## config.mk

```make
export PLATFORM = sky130hd
export DESIGN_NAME = rev_gate_counter_flat
export DESIGN_NICKNAME = d
export VERILOG_FILES = /design/src/rtl/rev_pkg.sv /design/src/rtl/rev_gate_counter_if.sv /design/src/rtl/rev_debounce.sv /design/src/rtl/rev_gate_counter.sv /design/src/flat_wrapper.sv
export SDC_FILE = /design/constraint.sdc
export NUM_CORES = 1
export LEC_CHECK = 0
export ABC_CLOCK_PERIOD_IN_PS = 3950
export CORE_ASPECT_RATIO = 1.4
export CORE_MARGIN = 4
export CORE_UTILIZATION = 55
export DETAILED_ROUTE_END_ITERATION = 12
export MAX_ROUTING_LAYER = met4
export PLACE_DENSITY = 0.79
export SYNTH_ARGS = -nofsm -noshare
export SYNTH_HDL_FRONTEND = slang
export SYNTH_SLANG_ARGS = --single-unit
```

## constraint.sdc

```tcl
create_clock -name clk -period 3.95 [get_ports clk]
set_clock_uncertainty 0.2 [all_clocks]
set_input_delay 0.79 -clock clk [delete_from_list [all_inputs] [get_ports clk]]
set_output_delay 0.79 -clock clk [all_outputs]
set_load 0.03 [all_outputs]
```

## src/rtl/rev_pkg.sv

```systemverilog
// rev_pkg: shared defaults and FSM state type for the revolution gate counter.
package rev_pkg;
    localparam int CNT_W_DEF = 16;
    localparam int DB_CYCLES_DEF = 16;
    typedef enum logic {IDLE, RUN} state_t;
endpackage

```

## src/rtl/rev_gate_counter_if.sv

```systemverilog
// rev_gate_counter_if: gate/sensor inputs and published count outputs.
interface rev_gate_counter_if #(parameter int CNT_W = rev_pkg::CNT_W_DEF);
    logic gate_in;
    logic sensor_in;
    logic [CNT_W-1:0] rev_count;
    logic count_valid;
    logic overflow;
    modport master(output gate_in, sensor_in, input rev_count, count_valid, overflow);
    modport slave(input gate_in, sensor_in, output rev_count, count_valid, overflow);
endinterface

```

## src/rtl/rev_debounce.sv

```systemverilog
// rev_debounce: accepts a new level only after DB_CYCLES consecutive cycles of it.
module rev_debounce #(parameter int DB_CYCLES = rev_pkg::DB_CYCLES_DEF) (
    input  logic clk,
    input  logic rst_n,
    input  logic din,
    output logic dout
);
    localparam int W = $clog2(DB_CYCLES + 1);
    logic [W-1:0] cnt;
    always_ff @(posedge clk or negedge rst_n)
        if (!rst_n) begin
            cnt <= '0;
            dout <= 1'b0;
        end else if (din == dout) begin
            cnt <= '0;
        end else if (cnt == W'(DB_CYCLES - 1)) begin
            dout <= din;
            cnt <= '0;
        end else begin
            cnt <= cnt + 1'b1;
        end
endmodule

```

## src/rtl/rev_gate_counter.sv

```systemverilog
// rev_gate_counter: counts sensor revolutions per gate half-period and publishes each window.
// Define REV_DEBOUNCE_EN to insert rev_debounce after the synchroniser.
module rev_gate_counter
    import rev_pkg::*;
#(
    parameter int CNT_W = CNT_W_DEF,
    parameter int DB_CYCLES = DB_CYCLES_DEF
) (
    input logic clk,
    input logic rst_n,
    rev_gate_counter_if.slave bus
);
    logic [1:0] sync;
    logic sens, sens_q, gate_q, rev, bnd, sticky;
    logic [CNT_W-1:0] cnt;
    state_t state;
`ifdef REV_DEBOUNCE_EN
    rev_debounce #(.DB_CYCLES(DB_CYCLES)) u_db (.clk(clk), .rst_n(rst_n), .din(sync[1]), .dout(sens));
`else
    assign sens = sync[1];
`endif
    assign rev = sens & ~sens_q;
    assign bnd = bus.gate_in ^ gate_q;
    // A revolution coinciding with a boundary belongs to the new window.
    always_ff @(posedge clk or negedge rst_n)
        if (!rst_n) begin
            sync <= '0;
            sens_q <= 1'b0;
            gate_q <= 1'b0;
            cnt <= '0;
            sticky <= 1'b0;
            state <= IDLE;
            bus.rev_count <= '0;
            bus.count_valid <= 1'b0;
            bus.overflow <= 1'b0;
        end else begin
            sync <= {sync[0], bus.sensor_in};
            sens_q <= sens;
            gate_q <= bus.gate_in;
            bus.count_valid <= 1'b0;
            if (bnd) begin
                cnt <= CNT_W'(rev);
                sticky <= 1'b0;
                state <= RUN;
                if (state == RUN) begin
                    bus.rev_count <= cnt;
                    bus.overflow <= sticky;
                    bus.count_valid <= 1'b1;
                end
            end else if (state == RUN && rev) begin
                if (&cnt) sticky <= 1'b1;
                else cnt <= cnt + 1'b1;
            end
        end
endmodule

```

## src/flat_wrapper.sv

```systemverilog
// flat-port wrapper written by rule: the top's interface ports become plain ports
module rev_gate_counter_flat import rev_pkg::*;
#(
    parameter int CNT_W = CNT_W_DEF,
    parameter int DB_CYCLES = DB_CYCLES_DEF
)
  (clk, rst_n, bus_gate_in, bus_sensor_in, bus_rev_count, bus_count_valid, bus_overflow);
  rev_gate_counter_if #(.CNT_W(CNT_W)) bus_i ();
  input logic clk;
  input logic rst_n;
  input wire logic [$bits(bus_i.gate_in)-1:0] bus_gate_in;
  input wire logic [$bits(bus_i.sensor_in)-1:0] bus_sensor_in;
  output wire logic [$bits(bus_i.rev_count)-1:0] bus_rev_count;
  output wire logic [$bits(bus_i.count_valid)-1:0] bus_count_valid;
  output wire logic [$bits(bus_i.overflow)-1:0] bus_overflow;
  assign bus_i.gate_in = bus_gate_in;
  assign bus_i.sensor_in = bus_sensor_in;
  assign bus_rev_count = bus_i.rev_count;
  assign bus_count_valid = bus_i.count_valid;
  assign bus_overflow = bus_i.overflow;
  rev_gate_counter #(.CNT_W(CNT_W), .DB_CYCLES(DB_CYCLES)) u_core (.clk(clk), .rst_n(rst_n), .bus(bus_i));
endmodule
```

Word-level counts from Yosys, hierarchy flattened
Index checks and enable logic that the tools add are counted.

word-level totals
  bits of input ports = 4
  register bits after elaboration = 40
  memories = 0
  word-level logic and storage cells = 29
  bits in read-only memories = 0
  latch bits = 0
  output and inout bits = 18
  RAM bits = 0

operators by class
  div/mod/pow operators = 0
  multiplexer cells = 8
  bitwise gates (word level) = 3
  add/sub/neg operators = 1
  equal/unequal tests = 1
  multipliers = 0
  shifts and indexed selects = 0
  order comparisons = 0
  reduce and logical (&&, ||, !) cells = 7

operators by type and width
  kind                                                                     number
  16-bit two-way mux                                                       3
  16-bit by 1-bit adder with 16-bit output, second input constant          1
  16-bit AND reduction                                                     1
  2-bit AND reduction                                                      3
  1-bit two-way mux                                                        5
  2-bit nonzero test                                                       2
  2-bit by 1-bit inequality test with 1-bit output, second input constant  1
  1-bit bitwise AND                                                        1
  1-bit logical AND                                                        1
  1-bit NOT                                                                1
  1-bit XOR                                                                1

Longest topological paths before layout
  depth in word-level cells = 5
  gate-level depth with buffers = 6
  gate-level depth less buffers = 5

Worst setup path after synthesis
Ideal clock, no wire load.

  path kind = input -> register
  start = in bus_gate_in
  end = reg u_core.bus.rev_count[2]
  stages = 4
  arrival time = 1.778 ns
  library setup time = 0.125 ns
  slack = 1.847 ns
  path buffers = 1
  required time = 3.625 ns
  cell sequence = xor2_1 nand2_1 buf_2 mux2_2

between the ends
  word-level cells in the longest chain between the ends = 2

RTL lines
  item                                  RTL line                  RTL
  start, declared                       flat_wrapper.sv:11        input wire logic [$bits(bus_i.gate_in)-1:0] bus_gate_in;
  1-bit XOR                             rev_gate_counter.sv:23    assign bnd = bus.gate_in ^ gate_q;
  2-bit AND reduction (no source line)  n/a
  end signal, assigned                  rev_gate_counter.sv:46    bus.rev_count <= cnt;
  end, declared                         rev_gate_counter_if.sv:9  modport slave(input gate_in, sensor_in, output rev_count, count_valid, overflow);

No other way between the ends.
A chain may end at the register's enable or synchronous reset.

Final worst setup path
  start = in bus_gate_in
  end = reg u_core.bus.rev_count[9]

Same word-level chain as after synthesis.

==> key figures <==
Status
  • Status: complete, no violations

Drt
  • Post-DRT Antenna Nets: 0
  • DR pass1 iterations: 4
  • WL per Instance: 17.0 um
  • DRC: 0
  • Vias/cell: 6.28
  • Routed wire length: 3760 um
  • Via count of the routed design: 1387
  • Starting DRT DRC Count: 42

Critical path
  • Arrival @ worst endpoint: 2610 ps
  • Worst Path Required: 3930 ps
  • Crit path max fanout: 19
  • Worst-path cell chain: clkdlybuf4s50_1 -> xor2_1 -> buf_4 -> nand2_1 -> mux2_2
  • Critical path class: in2reg
  • Buf/Inv on CP: 2
  • Crit-path slowest cell: clkdlybuf4s50_1
  • Delay of the slowest critical-path stage: 530 ps
  • Critical Path Start Type: input pin
  • Setup crit end kind: flop
  • Family with the most delay on the worst path: buffers and inverters

Global route
  • Tot GR Track Use: 19.9%
  • Pin count of the biggest net entering global routing: 41
  • First-pass GRT wire length: 6550 um
  • Number of global-route vias before repair: 1387
  • Initial antenna violation count: 0
  • GR Overflow Total: 0

Clock tree
  • Post-CTS setup buffer count: 0
  • CTS Buffer Depth: 2
  • H-tree Lvls: 2
  • CTS Hold Buffers Added: 0
  • CTS tree: done
  • TritonCTS buffer count: 5
  • Worst-path clk slew: 70 ps
  • Worst-skew pair later-pin latency: 290 ps
  • Root Driver: clkbuf_8
  • Clk sinks: 40
  • Post-cts resize count: 0

Timing
  • Worst slew pin tran: 853 ps
  • Final worst-path cycle share: 66.7%
  • Max-slew headroom at the worst pin: 43.1%
  • Max Transition Viols Final: 0
  • Setup Viol. Count Final: 0
  • Fmax: 379 MHz
  • Final WS setup: 1310 ps
  • Final Hold Viols: 0
  • Setup_tns: 0 ps
  • RSZ-0062 raised after global routing: no
  • Min Tclk post-route: 2640 ps

Yosys
  • Yosys Warn Count: 0
  • Seq cells post-synth: 40
  • Library cells used by synthesis: 40
  • Netlist Area Pre-Place: 0.00185 sq mm
  • Register area share after synthesis: 54.2%
  • Async set-reset flop share out of synthesis: 100%
  • Synth Net Count: 163
  • Cells after Synth: 158
  • Mapped Avg Cell Area: 11.7 sq um
  • Post-synth EDFFs: 0
  • Ys flop type: dfrtp_1

Floorplanning
  • # IOs: 22
  • Core area: 0.00318 sq mm
  • DIE WIDTH: 57.0 um
  • Die span in y: 76.6 um
  • Cell Rows: 24
  • Die area: 0.00436 sq mm
  • Initial Util: 58.1%

Placement
  • DP HPWL: 2590 um
  • Dpl ws: 981 ps
  • RD Place Congestion: 0.814
  • Buffers on Ports: 21

Final layout
  • Diodes inserted: 0
  • P&R area growth vs syn: 17.3%
  • Layout cells sized above 1: 19.2%
  • Post-layout nets: 186

Power
  • PD cells: 359 mW/mm^2
  • Leak pwr: 0.000959 uW
  • Maximum VDD drop: 0.322 mV

Hold path
  • Hold Path Class: reg2reg

Run
  • Maxcap violations: 0
==> cell usage after synthesis (all sizes together), types with 4 or more instances <==
| library cell | n | area share [%] |
|---|---|---|
| o21a | 4 | 1.6 |
| and3 | 8 | 3.2 |
| a21oi | 8 | 2.2 |
| dfrtp | 40 | 54 |
| or4 | 5 | 2.0 |
| nand2 | 18 | 3.7 |
| o21ai | 7 | 1.9 |
| nand3 | 4 | 1.1 |
| nand4 | 5 | 2.8 |
| a2111o | 4 | 2.4 |
| buf | 5 | 1.8 |
| mux2 | 16 | 9.7 |
==> metal layers <==
metal	up-vias	routed length, um	track usage [%]
li1	636	-	-
met1	694	1480	22.2
met2	45	2000	31.9
met3	12	187	5.08
met4	0	94	11.1
met5	-	0	-
==> worst reg2reg max path, cell delays in order, from the launching register on <==
cell and delay (ps):
dfrtp_1 390, and3b_1 420, nand4_2 290, or4_1 550
a21oi_1 170
==> path summary, 6_finish.rpt <==
kind | start | end | cells after the start | slack [ps]
max | bus_gate_in | u_core.bus.rev_count[9]$_DFFE_PN0P_ | 5 | 1310
min | u_core.sync[0]$_DFF_PN0_ | u_core.sync[1]$_DFF_PN0_ | 0 | 160
max reg2reg | u_core.sens_q$_DFF_PN0_ | u_core.cnt[10]$_DFFE_PN0P_ | 4 | 1860
min reg2reg | u_core.sync[0]$_DFF_PN0_ | u_core.sync[1]$_DFF_PN0_ | 0 | 160
max in group asynchronous | rst_n | u_core.bus.rev_count[7]$_DFFE_PN0P_ | 1 | 2610
min in group asynchronous | rst_n | u_core.bus.rev_count[14]$_DFFE_PN0P_ | 1 | 400
==> layout make-up <==
class                   count  area, sq um
fillers                   235         1010
flip-flops and latches     40         1000
multi-input cells         109          798
repair buffers             23          220
clock buffers               6         82.6
well taps                  39         48.8
clock inverters             2         10.0
inverters                   2         7.51
==> state kept, by name, summed over array words and instances, names as in the netlist <==
| name | count |
|---|---|
| u_core.bus.count_valid | 1 |
| u_core.bus.overflow | 1 |
| u_core.bus.rev_count | 16 |
| u_core.cnt | 16 |
| u_core.gate_q | 1 |
| u_core.sens_q | 1 |
| u_core.state | 1 |
| u_core.sticky | 1 |
| u_core.sync | 2 |
==> layout by cell type (no fill, tap or decap), types with 4 or more instances in the layout <==
master	Yosys	final
or4_1	5	5
clkbuf_8	0	6
o21a_1	4	4
nand3_1	4	4
o21ai_0	4	4
and3_1	4	4
nand2_1	18	18
a21oi_1	8	8
clkdlybuf4s50_1	0	20
a2111o_1	4	4
mux2_2	16	16
dfrtp_1	40	40
==> where the power goes <==
group	leakage (uW)	internal (uW)	switching, uW
clock network	0.0000510	139	139
registers	0.000538	419	7.10
logic	0.000370	28.1	45.6
==> cells by family after synthesis <==
group	count (synthesis)	share of synthesized area [%]
AO/OA/AOI/OAI	34	13.1
XOR/XNOR	2	0.948
adder cells (fa/ha/maj)	1	0.677
buffers and inverters	9	2.64
flip-flops	40	54.2
multiplexers	18	10.8
AND/OR/NAND/NOR	54	17.6
==> stage by stage <==
stage | hold WS (ps) | power [uW] | utilization [%] | instances | area, sq um
after floorplan | 131 | 477 | - | 158 | 1850
after global placement | 136 | 506 | 65.2 | 213 | 2080
after detailed placement | 136 | 509 | 65.2 | 213 | 2080
after CTS | 153 | 786 | 68.1 | 221 | 2170
after global routing | 169 | 816 | 68.1 | 221 | 2170
final | 156 | 779 | 68.1 | 221 | 2170
Power figures use the tool's default switching activity.
